<file path="config.mk">
export PLATFORM = sky130hd
export DESIGN_NAME = tone_sequencer
export DESIGN_NICKNAME = d
export VERILOG_FILES = /design/src/rtl/tone_pkg.sv /design/src/rtl/half_period_counter.sv /design/src/rtl/tone_sequencer.sv
export SDC_FILE = /design/constraint.sdc
export NUM_CORES = 1
export LEC_CHECK = 0
export ABC_AREA = 0
export BUFFER_PORTS_ARGS = -buffer_cell sky130_fd_sc_hd__clkbuf_2
export CAP_MARGIN = 20
export CORE_AREA = 2 2 106 108
export CTS_CLUSTER_DIAMETER = 200
export DETAILED_ROUTE_END_ITERATION = 10
export DIE_AREA = 0 0 108 110
export PLACE_DENSITY_LB_ADDON = 0.2
export SLEW_MARGIN = 20
export SYNTH_ARGS = -nofsm -noshare
export SYNTH_HDL_FRONTEND = slang
export SYNTH_SLANG_ARGS = --single-unit
</file>
<file path="constraint.sdc">
create_clock -name inclk -period 8.4 [get_ports inclk]
set_input_delay 0.42 -clock inclk [delete_from_list [all_inputs] [get_ports inclk]]
set_output_delay 0.42 -clock inclk [all_outputs]
set_load 0.005 [all_outputs]
</file>
<file path="src/rtl/tone_pkg.sv">
// Shared constants and types for tone_sequencer and its half-period counter.
// Optional build macro used by the top: TONE_SEQUENCER_DURATION_EN.
package tone_pkg;

  // Widest octave field a note_t can carry; the top's OCT_W must not exceed it.
  localparam int OCT_W_MAX = 8;

  // Half-period counts at 50 MHz for scale degrees Do..Do2.
  localparam logic [15:0] BASE_HALF [0:7] = '{
    16'hBAB9, 16'hA65D, 16'h9430, 16'h8BE9,
    16'h7CB8, 16'h6EF9, 16'h62F1, 16'h5D5D
  };

  typedef enum logic {
    IDLE = 1'b0,
    RUN  = 1'b1
  } state_t;

  typedef struct packed {
    logic [OCT_W_MAX-1:0] oct;
    logic [2:0]           idx;
  } note_t;

endpackage

</file>
<file path="src/rtl/half_period_counter.sv">
// Counts cycles within one level of the square wave; strobes a toggle after
// i_half cycles and flags the toggle that ends a full period (high -> low).
module half_period_counter
  import tone_pkg::*;
#(
  parameter int CNT_W = 32
) (
  input  logic             i_clk,
  input  logic             i_rst,
  input  logic [CNT_W-1:0] i_half,
  input  logic             i_load,
  input  logic             i_en,
  input  logic             i_level,
  output logic             o_toggle,
  output logic             o_period_end
);

  logic [CNT_W-1:0] r_cnt;
  logic [CNT_W-1:0] r_half;

  assign o_toggle     = i_en && (r_cnt == r_half - CNT_W'(1));
  assign o_period_end = o_toggle && i_level;

  // NOTE: state registers use <= so every flop samples pre-edge values.
  always_ff @(posedge i_clk or posedge i_rst) begin
    if (i_rst) begin
      r_cnt  <= '0;
      r_half <= '0;
    end else if (i_load) begin
      r_cnt  <= '0;
      r_half <= i_half;
    end else if (!i_en || o_toggle) begin
      r_cnt  <= '0;
    end else begin
      r_cnt  <= r_cnt + CNT_W'(1);
    end
  end

endmodule

</file>
<file path="src/rtl/tone_sequencer.sv">
// Note-request driven square-wave source with one pending slot; retunes only at
// period boundaries. Optional macro TONE_SEQUENCER_DURATION_EN adds per-note length.
module tone_sequencer
  import tone_pkg::*;
#(
  parameter int CNT_W    = 32,
  parameter int OCT_W    = 2,
  parameter int MIN_HALF = 2
) (
  input  logic               inclk,
  input  logic               rst,
  input  logic               en,
  input  logic               note_valid,
  output logic               note_ready,
  input  logic [2:0]         note_idx,
  input  logic [OCT_W-1:0]   note_oct,
`ifdef TONE_SEQUENCER_DURATION_EN
  input  logic [15:0]        note_dur,
  output logic               note_done,
`endif
  output logic               outclk,
  output logic               outclk_Not,
  output logic               active,
  output logic [3+OCT_W-1:0] cur_note
);

  state_t           r_state;
  state_t           w_state_nxt;
  logic             r_pend_full;
  note_t            r_pend_note;
  note_t            r_cur_note;
  logic [CNT_W-1:0] r_pend_half;
  logic             r_outclk;

  logic             w_accept;
  logic             w_load;
  logic             w_run;
  logic             w_toggle;
  logic             w_period_end;
  logic [CNT_W-1:0] w_base;
  logic [CNT_W-1:0] w_shift;
  logic [CNT_W-1:0] w_half;

`ifdef TONE_SEQUENCER_DURATION_EN
  logic [15:0]      r_pend_dur;
  logic [15:0]      r_dur_cnt;
  logic             r_note_done;
  logic             w_expire;
`endif

  assign w_accept = note_valid && !r_pend_full;
  assign w_run    = (r_state == RUN);

  // Half-period is resolved at accept time so a swap only needs a register copy.
  assign w_base  = CNT_W'(BASE_HALF[note_idx]);
  assign w_shift = w_base >> note_oct;
  assign w_half  = (w_shift < CNT_W'(MIN_HALF)) ? CNT_W'(MIN_HALF) : w_shift;

  half_period_counter #(
    .CNT_W(CNT_W)
  ) u_counter (
    .i_clk        (inclk),
    .i_rst        (rst),
    .i_half       (r_pend_half),
    .i_load       (w_load),
    .i_en         (w_run),
    .i_level      (r_outclk),
    .o_toggle     (w_toggle),
    .o_period_end (w_period_end)
  );

  // NOTE: every always_comb output gets a default first, so no path infers a latch.
  always_comb begin
    w_state_nxt = r_state;
    w_load      = 1'b0;
`ifdef TONE_SEQUENCER_DURATION_EN
    w_expire    = 1'b0;
`endif
    case (r_state)
      IDLE: begin
        if (en && r_pend_full) begin
          w_load      = 1'b1;
          w_state_nxt = RUN;
        end
      end
      RUN: begin
        if (w_period_end) begin
          if (!en) begin
            w_state_nxt = IDLE;
          end else if (r_pend_full) begin
            w_load = 1'b1;
          end
`ifdef TONE_SEQUENCER_DURATION_EN
          else if (r_dur_cnt == 16'd1) begin
            w_state_nxt = IDLE;
            w_expire    = 1'b1;
          end
`endif
        end
      end
      default: w_state_nxt = IDLE;
    endcase
  end

  always_ff @(posedge inclk or posedge rst) begin
    if (rst) begin
      r_state     <= IDLE;
      r_pend_full <= 1'b0;
      r_pend_note <= '0;
      r_pend_half <= '0;
      r_cur_note  <= '0;
      r_outclk    <= 1'b0;
    end else begin
      r_state <= w_state_nxt;
      // Accept needs an empty slot and a load needs a full one, so they never coincide.
      if (w_accept) begin
        r_pend_full <= 1'b1;
        r_pend_note <= '{oct: OCT_W_MAX'(note_oct), idx: note_idx};
        r_pend_half <= w_half;
      end else if (w_load) begin
        r_pend_full <= 1'b0;
      end
      if (w_load) begin
        r_cur_note <= r_pend_note;
      end
      if (w_load || !w_run) begin
        r_outclk <= 1'b0;
      end else if (w_toggle) begin
        r_outclk <= ~r_outclk;
      end
    end
  end

`ifdef TONE_SEQUENCER_DURATION_EN
  always_ff @(posedge inclk or posedge rst) begin
    if (rst) begin
      r_pend_dur  <= '0;
      r_dur_cnt   <= '0;
      r_note_done <= 1'b0;
    end else begin
      r_note_done <= w_expire;
      if (w_accept) begin
        r_pend_dur <= (note_dur == 16'd0) ? 16'd1 : note_dur;
      end
      if (w_load) begin
        r_dur_cnt <= r_pend_dur;
      end else if (w_period_end) begin
        r_dur_cnt <= r_dur_cnt - 16'd1;
      end
    end
  end

  assign note_done = r_note_done;
`endif

  assign note_ready = !r_pend_full;
  assign outclk     = r_outclk;
  assign outclk_Not = ~r_outclk;
  assign active     = w_run;
  assign cur_note   = (3+OCT_W)'(r_cur_note);

endmodule

</file>
After elaboration in Yosys (flattened, before gate mapping)
Memory sizes are Yosys's and may differ from the RTL's.
Cells that the tools add are included.
- word-level logic and storage cells: 47
- memories kept: 1
- register bits after elaboration: 109
- bits in read-only memories: 128
- output and inout port bits: 9
- input bits: 9
- equal/unequal tests: 1
- mux-type cells: 17
- magnitude comparators: 2
- reductions and logical operators: 10
- shifts and indexed selects: 1
- add/sub/neg operators: 2
- bitwise logic cells: 3
- memory list (memory ; depth ; bits a word ; read ports ; clocked after memory_dff ; wr ports ; RTL line ; source):
    (name not given) ; 8 ; 16 ; 1 ; 0 ; 0 ; tone_sequencer.sv:55 ; assign w_base = CNT_W'(BASE_HALF[note_idx]);
- operators by type and width (cell ; count):
    2-to-1 mux 32 bit ; 3
    adder 32 x 1 -> 32 bit, second input constant ; 1
    equality test 32 bit ; 1
    < comparator 32 x 2 -> 1 bit, second input constant ; 1
    2-to-1 mux 16 bit ; 2
    right shift 16 x 2 -> 32 bit ; 1
    subtractor 32 x 1 -> 32 bit, second input constant ; 1
    2-to-1 mux 1 bit ; 10
    greater-or-equal comparator 4 bit, second input constant ; 1
    logical AND 1 bit ; 4
    NOT 3 -> 4 bit ; 1
    case mux 1 bit (2 select lines) ; 2
    nonzero test 2 bit ; 2
    logical NOT 1 bit ; 2
    logical OR 1 bit ; 2
    NOT 1 bit ; 2

Logic depth before layout (Yosys ltp)
Gate-level depths: netlist of run 1.
- depth after elaboration: 8
- gate-level depth with buffers: 13
- depth with buffers taken out: 11

By module
Synthesis of run 1 repeated with hierarchy kept, for this count alone.
- cells, all modules: 586
- area, all modules: 5671.7 um^2
- modules (own cells, without submodules) (module ; seq. area each (um^2) ; times used ; area each (um^2) ; cells an instance):
    half_period_counter ; 1601.5 ; 1 ; 3950.0 ; 411
    tone_sequencer ; 725.7 ; 1 ; 1721.7 ; 175

Worst setup path before layout of run 1
OpenSTA, ideal clock, no wires.
- kind: flip-flop to flip-flop
- start point: register u_counter.r_half[4]
- end point: register u_counter.r_cnt[22]
- data required time: 8259 ps
- library setup time: 141 ps
- setup slack: 5151 ps
- arrival: 3109 ps
- stages on the path, launching flop included: 13
- path buffers: 2
- period minus slack after synthesis: 3249 ps
- cells stage by stage: dfrtp_1 > clkbuf_1 > or4_1 > nor3_1 > ha_1 > xnor2_1 > nor4_1 > nand2_1 > a2111oi_0 > and4_2 > nor3b_4 > buf_6 > nor3_2
- cells in the longest elaborated chain, start to end: 7
- elaborated cells between the ends (all ways): 9
- those cells by class: 1 x add/sub; 1 x eq/ne; 4 x mux; 3 x reduce/logical
- RTL lines (what ; RTL line ; source):
    start, declared ; half_period_counter.sv:19 ; logic [CNT_W-1:0] r_half;
    start signal, assigned ; half_period_counter.sv:31 ; r_half <= i_half;
    subtractor 32 x 1 -> 32 bit * ; half_period_counter.sv:21 ; assign o_toggle = i_en && (r_cnt == r_half - CNT_W'(1));
    equality test 32 bit * ; half_period_counter.sv:21 ;
    logical AND 1 bit * ; half_period_counter.sv:21 ;
    logical AND 1 bit ; half_period_counter.sv:22 ; assign o_period_end = o_toggle && i_level;
    2-to-1 mux 1 bit ; tone_sequencer.sv:87 ; if (w_period_end) begin
    case mux 1 bit (2 select lines) ; tone_sequencer.sv:79 ; case (r_state)
    2-to-1 mux 32 bit * ; half_period_counter.sv:29 ; end else if (i_load) begin
    end signal, assigned ; half_period_counter.sv:35 ; r_cnt <= r_cnt + CNT_W'(1);
    end, declared ; half_period_counter.sv:18 ; logic [CNT_W-1:0] r_cnt;
Every way passes the cells marked *; elsewhere a longest branch is shown, timed or not.
A chain may end at the register's enable or synchronous reset.

Final worst setup path of run 1
- start point: register u_counter.r_half[4]
- end point: register u_counter.r_cnt[2]
The elaborated chain is that of the path after synthesis.

==> summary.md, run 1 <==
| Metric | Value |
|---|---|
| Asr flop ratio synth | 1.000 |
| Fin crit share | 0.5042 |
| Post-Synth Adder-Cell Area | 0.02099 |
| Netlist Area Pre-Place | 4768 µm² |
| Number of global-route vias before repair | 3,496 |
| Crit Path Class | flip-flop to flip-flop |
| Crit-path leading delay family | simple AND/OR/NAND/NOR gates |
| Worst Path Buf+Inv | 1 |
| Boundary Pins | 18 |
| DIE HEIGHT | 110 µm |
| Worst flop-to-flop path startpoint | u_counter.r_half[4] |
| Mux share of post-synthesis cell area | 0.08239 |
| Post_cts resized | 0 |
| Initial antenna violation count | 0 |
| Ranking of synthesized cells by area | dfrtp_1 40%, xnor2_1 6.2%, mux2_4 6.0%, nor3_2 5.2%, nand2_1 4.9% |
| Grt ovf | 0 |
| Post-synth EDFFs | 0 |
| Detailed Place HPWL | 6939 µm |
| CTS max path bufs | 2 |
| Reg2reg path depth | 11 |
| Initial DRC count | 151 |
| XOR/XNOR share of the synthesized area | 0.09368 |
| Initial Utilization | 0.4457 |
| Area share of the largest cell type after synthesis | 0.4041 |
| Routability cong. | 0.8521 |
| Most common cell after layout, fill and taps aside | dfrtp_1 |
| Fin. Hold Viols | 0 |
| Compound-gate portion of the synthesized area | 0.1047 |
| Fraction of layout cells with a size suffix above 1 | 0.2068 |
| DIE AREA | 11,880 µm² |
| Synth unique cells | 61 |
| Outcome | complete, no violations |
| R2R Setup Slk | 4160 ps |
| Largest family of logic cells by synthesized area | simple AND/OR/NAND/NOR gates |
| Max-slew headroom | 0.3624 |
| Crit path max fanout | 18 |
| Global-route wire length before repair | 17,220 µm |
| Die width | 108 µm |
| Synth Warn # | 0 |
| Worst-margin pin slew | 955.3 ps |
| Crit end category | flip-flop |
| H-tree level count | 3 |
| RSZ-0062 raised after global routing | false |
| Fillcell total | 1,025 |
| WL per Instance | 15.11 µm |
| Core area | 10,700 µm² |
| Most frequent cells in the layout | 77 x dfrtp_1, 62 x nand2_1, 36 x o21ai_0 |
| Post-CTS Hold Buffers | 0 |
| Largest net degree at the start of global routing | 78 |
| Hold_ws | 219.4 ps |
| Crit path required time | 8620 ps |
| Seq/Total Area, Yosys | 0.4041 |
| Clock-pin slew on the worst setup and hold paths | 80 ps |
| Port-buffer cells | 17 |
| Critical-path cell list | or4_1 > nor3_1 > ha_1 > xnor2_1 > nor4_1 > nand2_1 > a2111oi_0 > and4_2 > nor3b_4 > buf_4 > nor3_1 |
| CTS tree | done |
| Most used DFF post-synth | dfrtp_1 |
| Leakage power | 0.002332 µW |
| Pwr Density | 217.5 nW/µm² |
| Root buffer cell | clkbuf_8 |
| Area Overhead vs Synth | 7.059% |
| Final setup TNS | 0 ps |
| TritonCTS Buffers | 9 |
| Drt total wl | 9716 µm |
| Setup Skew | 9.499 ps |
| Number of synthesized register bits | 77 |
| CP max stage cell | nor3b_4 |
| Syn_nets | 509 |
| Avg Inst Size Synth | 9.692 µm² |
| R2r endpoint | u_counter.r_cnt[2] |
| Antenna cells | 0 |
| DRT Pass-1 Iters | 4 |
| Startpoint class of the critical path | flip-flop |
| Max cap viols | 0 |
| Drc violations | 0 |
| Arrival @ worst endpoint | 4450 ps |
| Post-CTS Setup Inserts | 0 |
| Min Tclk post-route | 4235 ps |
| Simple-Gate Fraction of Synth Area | 0.2461 |
| Worst path max stage delay | 800 ps |
| Worst hold path class | primary input to async pin |
| F_max | 236.1 MHz |
| Via count | 3,477 |
| Area leader, netlist | dfrtp_1 |
| # setup viols final | 0 |
| GR Util All Layers | 0.1860 |
| Most frequent cell on the critical path | nor3_1 |
| Via/cell ratio | 5.407 |
| # rows | 38 |
| Clock latency on the worst-skew pair | 370 ps |
| Post-route ant nets | 0 |
| Max-slew violation count | 0 |
| Nets@finish | 515 |
| Cells after synthesis | 492 |
| Clock Sinks | 77 |
| Peak VDD IR | 120.1 µV |
## final cells by class
type / count / area, µm² / share of cell area
clock buffer: 10 / 137.6 / 0.02696
clock inverter: 6 / 61.31 / 0.01201
inverter: 19 / 72.57 / 0.01422
multi-input combinational: 370 / 2613 / 0.5118
sequential: 77 / 1927 / 0.3775
tap: 140 / 175.2 / 0.03431
timing repair buffer: 21 / 118.9 / 0.02328
## layer usage
metal  wire (µm)  global-route usage  vias to the layer above
met5           0                   0                        -
met4         238             0.08516                        0
met3         295             0.03880                       15
met2        4410              0.2862                       61
met1        4771              0.2533                     1654
li1            -                   -                     1747
## Yosys cell counts, types with 4 or more instances
library cell / n
a21oi_1: 15
dfrtp_1: 77
a31oi_1: 4
xor2_1: 17
or4_1: 9
clkbuf_1: 14
inv_1: 18
xnor2_1: 34
nor4_1: 6
mux2_4: 19
nor2_1: 31
and3_1: 6
o21ai_0: 36
nor2_2: 5
buf_6: 6
nor3_2: 25
nand2b_1: 5
ha_1: 8
nand3_1: 13
nand4_1: 7
nand2_1: 62
a211oi_1: 4
nor3_1: 10
mux2i_1: 4
mux2_2: 4
## flip-flops by register name, summed over array words and instances, names as in the netlist
name and cells:
u_counter.r_half 16, u_counter.r_cnt 32, cur_note 5, active 1
r_pend_half 16, r_pend_full 1, outclk 1, r_pend_note 5
## per-stage QoR
stage               utilization  total power, µW  area (µm²)  cells  setup slack, ps
floorplan                     -            758.9        4768    492             5151
global placement         0.4582            823.7        4902    627             4209
detailed placement       0.4582            832.9        4902    627             4118
CTS                      0.4768             1121        5101    643             4117
global route             0.4772             1189        5105    643             3971
finish                   0.4772             1111        5105    643             4165
## power breakdown
part	total [µW]	leakage (µW)	internal, µW	switching (µW)
clock	284	0.000102	145	140
combinational	323	0.00122	156	167
sequential	503	0.00101	434	69.1
## how the worst max path moves through the flow
stage / start / to / slack (ps) / cells after the start
finish: u_counter.r_half[4] / u_counter.r_cnt[2] / 4160 / 11
CTS: u_counter.r_half[4] / u_counter.r_cnt[31] / 4120 / 11
global route: u_counter.r_half[4] / u_counter.r_cnt[5] / 3970 / 11
floorplan: u_counter.r_half[4] / u_counter.r_cnt[22] / 5150 / 12
detailed placement: u_counter.r_half[4] / u_counter.r_cnt[2] / 4120 / 11
global placement: u_counter.r_half[4] / u_counter.r_cnt[2] / 4210 / 11
## worst reg2reg max path: stages (launching register included)
cell and delay [ps]:
dfrtp_1 470, or4_1 700, nor3_1 240, ha_1 260, xnor2_1 130, nor4_1 260
nand2_1 70, a2111oi_0 310, and4_2 320, nor3b_4 800, buf_4 440, nor3_1 90
## cell families after synthesis
logic type      Yosys count
mux                      28
fa+ha+maj                 8
compound gates           81
flops                    77
simple gates            202
buf+inv                  45
xor+xnor                 51
(Power assumes the default switching activity.)
==> run 2, diff against run 1 <==
- ABC_AREA: 0 -> 1
- CORE_AREA: 2 2 106 108 -> 2 2 108 110
- DIE_AREA: 0 0 108 110 -> 0 0 110 112
- clock period: 8.4 -> 4.19 ns (I/O delays scaled with it)
==> summary.md, run 2 <==
| Metric | Value |
|---|---|
| Outcome | finished, violations left |
| Failing checks | negative hold slack |
| Boundary Pins | 18 (unchanged) |
| F_max | 353.8 MHz (+50%) |
| Post-Layout Cell Count | 862 (+34%) |
| Final setup TNS | 0 ps (unchanged) |
| Initial DRC count | 240 (+59%) |
| Most frequent cells in the layout | 243 x nand2_1, 80 x nor2_1, 77 x dfrtp_1 |
| Synth Warn # | 0 (unchanged) |
| Largest register FFs | 32 (unchanged) |
| Most common cell after layout, fill and taps aside | nand2_1 |
| Max-slew headroom | 0.4444 (+0.08201) |
| Startpoint class of the critical path | flip-flop |
| Hold_ws | -1.404 ps (-220.8 ps) |
| TritonCTS Buffers | 9 (unchanged) |
| CTS tree | done |
| # rows | 39 (+2.6%) |
| Ranking of synthesized cells by area | dfrtp_1 39%, nand2_1 19%, nor2_1 6.1%, inv_1 5.4%, nand3_1 4.5% |
| Cell area after layout | 5415 µm² (+6.1%) |
| Crit Path Class | flip-flop to flip-flop |
| Seq/Total Area, Yosys | 0.3921 (-0.01204) |
| Max cap viols | 0 (unchanged) |
| Crit path required time | 4410 ps (-4210 ps) |
| Post_cts resized | 0 (unchanged) |
| Asr flop ratio synth | 1.000 (unchanged) |
| Post-route ant nets | 0 (unchanged) |
| Clock Sinks | 77 (unchanged) |
| Grt ovf | 0 (unchanged) |
| DIE AREA | 12,320 µm² (+3.7%) |
| H-tree level count | 3 (unchanged) |
| Fin crit share | 0.6745 (+0.1704) |
| Drc violations | 0 (unchanged) |
| Area Overhead vs Synth | 10.18% |
| Initial Utilization | 0.4398 (-0.005915) |
| Fin. Hold Viols | 2 (+2) |
| Antenna cells | 0 (unchanged) |
| Initial antenna violation count | 0 (unchanged) |
| Max-slew violation count | 0 (unchanged) |
| Min Tclk post-route | 2826 ps (-1409 ps) |
| Crit end category | flip-flop |
| Global-route wire length before repair | 20,600 µm (+20%) |
| Arrival @ worst endpoint | 3050 ps (-1400 ps) |
| Syn_nets | 718 (+41%) |
| Netlist Area Pre-Place | 4915 µm² (+3.1%) |
| Die width | 110 µm (+1.9%) |
| # setup viols final | 0 (unchanged) |
| Root buffer cell | clkbuf_16 |
| Biggest register | u_counter.r_cnt |
| Worst hold path class | primary input to async pin |
| Via count | 4,399 (+27%) |
| WL per Instance | 13.79 µm (-8.8%) |
| Clock-pin slew on the worst setup and hold paths | 60 ps (-20 ps) |
| Number of synthesized register bits | 77 (unchanged) |
| Area after DPL | 5102 µm² (+4.1%) |
| Port-buffer cells | 17 (unchanged) |
| Clock latency on the worst-skew pair | 340 ps (-30 ps) |
| Cells after synthesis | 701 (+42%) |
| Fraction of layout cells with a size suffix above 1 | 0.1001 (-0.1066) |
| Nets@finish | 732 (+42%) |
| DRT Pass-1 Iters | 6 (+2) |
| Core area | 11,170 µm² (+4.5%) |
| Largest net degree at the start of global routing | 48 (-38%) |
| Post-CTS Setup Inserts | 0 (unchanged) |
| Avg Inst Size Synth | 7.011 µm² (-28%) |
| Placed cells | 847 (+35%) |
| Routability cong. | 0.9162 (+7.5%) |
| Area share of the largest cell type after synthesis | 0.3921 (-0.01204) |
| CTS max path bufs | 2 (unchanged) |
| Pwr Density | 311.8 nW/µm² (+43%) |
| Crit path max fanout | 25 (+7) |
| GR Util All Layers | 0.2141 (+0.02810) |
| Detailed Place HPWL | 9086 µm (+31%) |
| Synth unique cells | 43 (-30%) |
| Post-synth top cells | 243 x nand2_1, 80 x nor2_1, 77 x dfrtp_1 |
| Worst-margin pin slew | 832.4 ps (-123.0 ps) |
| DIE HEIGHT | 112 µm (+1.8%) |
| Post-synth EDFFs | 0 (unchanged) |
| Most used DFF post-synth | dfrtp_1 |
| Via/cell ratio | 5.103 (-5.6%) |
| Setup Skew | 11.52 ps (+2.025 ps) |
| Count leader, synth | nand2_1 |
| Area leader, netlist | dfrtp_1 |
| Peak VDD IR | 156.3 µV (+30%) |
| Number of global-route vias before repair | 4,273 (+22%) |
| Top Registers | u_counter.r_cnt x32, r_pend_half x16, u_counter.r_half x16 |
| Post-CTS Hold Buffers | 0 (unchanged) |
| RSZ-0062 raised after global routing | false |
| Drt total wl | 11,880 µm (+22%) |
| Leakage power | 0.002835 µW (+22%) |
-- run 2: layout make-up --
cell class              count  area [µm²]
clock buffers               9       225.2
clock inverters             6       87.58
fillers                  1099        5759
inverters                  78       294.0
multi-input cells         529        2595
flip-flops and latches     77        1927
well taps                 143       178.9
repair buffers             20       107.6
-- run 2: power breakdown --
group          total, µW  switching, µW  leakage, µW  internal (µW)
registers            777           12.2      0.00103            765
logic               86.4           59.9      0.00165           26.5
clock network        825            306     0.000156            519
total               1690            378      0.00283           1310
-- run 2: per-stage QoR --
stage                     total power [µW]  hold slack, ps  worst slack, ps    util
after floorplan                      851.1           337.7             1795       -
after global placement               875.9           382.5             1378  0.4566
after detailed placement             878.2           390.4             1357  0.4566
after CTS                             1707           39.43             1341  0.4846
after global routing                  1756           81.29            973.3  0.4846
final                                 1689          -1.404             1364  0.4846
-- run 2: layer usage --
metal | up-vias | share of wire | wire length [µm] | track usage
met1 | 2029 | 0.44 | 5242 | 0.2725
li1 | 2252 | - | - | -
met5 | - | 0 | 0 | 0
met2 | 94 | 0.49 | 5816 | 0.3517
met3 | 24 | 0.039 | 469 | 0.03103
met4 | 0 | 0.030 | 355 | 0.1046
-- run 2: path summary, 6_finish.rpt --
path / start / endpoint / slack (ps) / cells after the start
max: u_counter.r_half[7] / u_counter.r_half[5] / 1360 / 19
min: rst / u_counter.r_cnt[29] / -1 / 2
max reg2reg: u_counter.r_half[7] / u_counter.r_half[5] / 1360 / 19
min reg2reg: u_counter.r_half[1] / u_counter.r_half[1] / 470 / 2
max in group asynchronous: rst / u_counter.r_half[5] / 3310 / 3
min in group inclk: en / active / 120 / 3
-- run 2: cells by family (layout without fill, tap and decap cells) --
family	count (synthesis)	after routing	share of synthesized area
buf+inv	95	113	0.07994
xor+xnor	26	26	0.04633
mux	1	1	0.002037
flops	77	77	0.3921
compound gates	59	59	0.06441
fa+ha+maj	8	8	0.02037
simple gates	435	435	0.3949
-- run 2: worst max-delay path: stages, from the launching register on --
cell	delay (ps)
dfrtp_1	410
nor2_1	210
and2_1	190
nand4_1	80
nor2_1	100
ha_1	240
nand2_1	70
nand2_1	50
nor2_1	80
nand2_1	50
nor2_1	90
nand3_1	80
nor2_1	90
nand3_1	80
nor2_2	130
nand4_2	110
nand2_4	240
nand2_4	210
nand2_1	130
nand2_1	50
==> run 3, diff against run 2 <==
- ABC_AREA: 1 -> 0
- CORE_AREA: 2 2 108 110 -> 2 2 106 108
- DIE_AREA: 0 0 110 112 -> 0 0 108 110
- clock period: 4.19 -> 2.92 ns (I/O delays scaled with it)
==> summary.md, run 3 (synthesized netlist as in run 1, its figures left out) <==
| Metric | Value |
|---|---|
| RSZ-0062 raised after global routing | true |
| Largest register FFs | 32 (unchanged) |
| Detailed Place HPWL | 7357 µm (-19%) |
| Pre-CTS setup slack | -256.7 ps (-1613 ps) |
| Grt ovf | 0 (unchanged) |
| Clock-pin slew on the worst setup and hold paths | 80 ps (+20 ps) |
| Clock Sinks | 77 (unchanged) |
| CP max stage cell | or4_4 |
| Leakage power | 0.002590 µW (-8.6%) |
| Nets@finish | 556 (-24%) |
| Via/cell ratio | 5.417 (+6.1%) |
| F_max | 322.2 MHz (-8.9%) |
| CTS max path bufs | 2 (unchanged) |
| Post-route ant nets | 0 (unchanged) |
| # setup viols final | 54 (+54) |
| Critical-path cell list | or4_4 > buf_4 > buf_4 > nor4_4 > buf_4 > and4_1 > o22ai_1 > or3_4 > nor3b_4 > buf_6 > clkbuf_16 > nor3_2 |
| Initial antenna violation count | 0 (unchanged) |
| Startpoint class of the critical path | flip-flop |
| CTS tree | done |
| Most frequent cell on the critical path | buf_4 |
| Most frequent cells in the layout | 77 x dfrtp_1, 62 x nand2_1, 37 x buf_4 |
| H-tree level count | 3 (unchanged) |
| Cell area after layout | 5668 µm² (+4.7%) |
| Initial DRC count | 231 (-3.8%) |
| Worst path max stage delay | 560 ps (+150 ps) |
| Arrival @ worst endpoint | 3320 ps (+270 ps) |
| WL per Instance | 15.64 µm (+13%) |
| Clock latency on the worst-skew pair | 350 ps (about the same) |
| Fin crit share | 1.063 (+0.3884) |
| Most common cell after layout, fill and taps aside | dfrtp_1 |
| Routability cong. | 0.8500 (-7.2%) |
| DIE HEIGHT | 110 µm (-1.8%) |
| Max-slew violation count | 0 (unchanged) |
| Root buffer cell | clkbuf_8 |
| DIE AREA | 11,880 µm² (-3.6%) |
| # rows | 38 (-2.6%) |
| GR Util All Layers | 0.1914 (-0.02267) |
| Top Registers | u_counter.r_cnt x32, r_pend_half x16, u_counter.r_half x16 |
| Fillcell total | 983 (-11%) |
| Area after DPL | 5184 µm² (+1.6%) |
| Initial Utilization | 0.4457 (+0.005915) |
| Max-slew headroom | 0.4927 (+0.04827) |
| Crit end category | flip-flop |
| Fraction of layout cells with a size suffix above 1 | 0.2904 (+0.1903) |
| Drt total wl | 10,700 µm (-10%) |
| Worst-margin pin slew | 760.9 ps (-71.44 ps) |
| Antenna cells | 0 (unchanged) |
| Die width | 108 µm (-1.8%) |
| TritonCTS Buffers | 9 (unchanged) |
| Global-route wire length before repair | 17,810 µm (-14%) |
| Placed cells | 660 (-22%) |
| Worst hold path class | primary input to flip-flop |
| Crit Path Class | flip-flop to flip-flop |
| Via count | 3,705 (-16%) |
| Max cap viols | 0 (unchanged) |
| Crit path max fanout | 7 (-72%) |
| Outcome | finished, violations left |
| Min Tclk post-route | 3104 ps (+277.4 ps) |
| Pwr Density | 636.4 nW/µm² (+100%) |
| Post-Layout Cell Count | 684 (-21%) |
| DRT Pass-1 Iters | 4 (-2) |
| Core area | 10,700 µm² (-4.3%) |
| Failing checks | negative setup slack |
| Boundary Pins | 18 (unchanged) |
| Crit path required time | 3140 ps (-1270 ps) |
| Number of global-route vias before repair | 3,571 (-16%) |
| Setup ws final | -183.7 ps (-1547 ps) |
| Area Overhead vs Synth | 18.87% |
| Biggest register | u_counter.r_cnt |
| Peak VDD IR | 293.1 µV (+88%) |
| Setup Skew | 7.738 ps (-3.786 ps) |
| Total Power | 3607 µW (+110%) |
| Largest net degree at the start of global routing | 63 (+31%) |
| Drc violations | 0 (unchanged) |
| Port-buffer cells | 17 (unchanged) |
| Fin. Hold Viols | 0 (-2) |
-- run 3: timing repair --
| action | in CTS | in global routing |
|---|---|---|
| setup buffers | 3 | 1 |
| resized for setup | 11 | 16 |
| setup endpoints to repair | 55 | 56 |
| hold endpoints to repair | 0 | 61 |
| hold buffers | 0 | 1 |
| cloned | 2 | 1 |
| pin swaps | 5 | 6 |
-- run 3: final cells by class --
class	count	area (µm²)	share of cell area
Clock inverter	6	86.33	0.01523
Sequential cell	77	1927	0.3400
Inverter	19	73.82	0.01302
Clock buffer	10	137.6	0.02428
Timing Repair Buffer	62	515.5	0.09095
Tap cell	140	175.2	0.03091
Multi-Input combinational cell	370	2753	0.4857
-- run 3: per-layer routing --
metal / share of wire / global-route usage
met1: 0.48 / 0.2715
met5: 0 / 0
met3: 0.038 / 0.03762
met4: 0.013 / 0.05128
met2: 0.47 / 0.3005
-- run 3: worst max-delay path, delay by kind of cell, from the launching register on --
kind	cells	cell delay, ps
AND/OR/NAND/NOR	6	1680
flip-flops	1	390
AO/OA/AOI/OAI	1	120
buffers and inverters	5	790
-- run 3: final timing paths --
check,start,to,slack [ps],depth (start not counted)
worst max-delay path,u_counter.r_half[8],u_counter.r_cnt[16],-180,12
worst max register to register,u_counter.r_half[8],u_counter.r_cnt[16],-180,12
min in group asynchronous,rst,r_pend_half[11],460,3
max in group asynchronous,rst,u_counter.r_cnt[10],1710,4
worst min register to register,r_pend_half[14],r_pend_half[14],480,2
worst min-delay path,en,active,50,2
-- run 3: where the power goes --
part	switching [µW]	internal (µW)
registers	165	1250
clock network	398	503
logic	640	654
-- run 3: metrics by stage --
| step | hold slack (ps) | utilization | setup TNS [ps] |
|---|---|---|---|
| 6_report | 46.87 | 0.5298 | -7578 |
| 3_3_place_gp | 375.4 | 0.4846 | -7136 |
| 4_1_cts | 15.45 | 0.5159 | -5471 |
| 3_5_place_dp | 389.7 | 0.4846 | -12740 |
| 5_1_grt | 28.49 | 0.5298 | -12890 |
| 2_1_floorplan | 263.0 | - | -5435 |
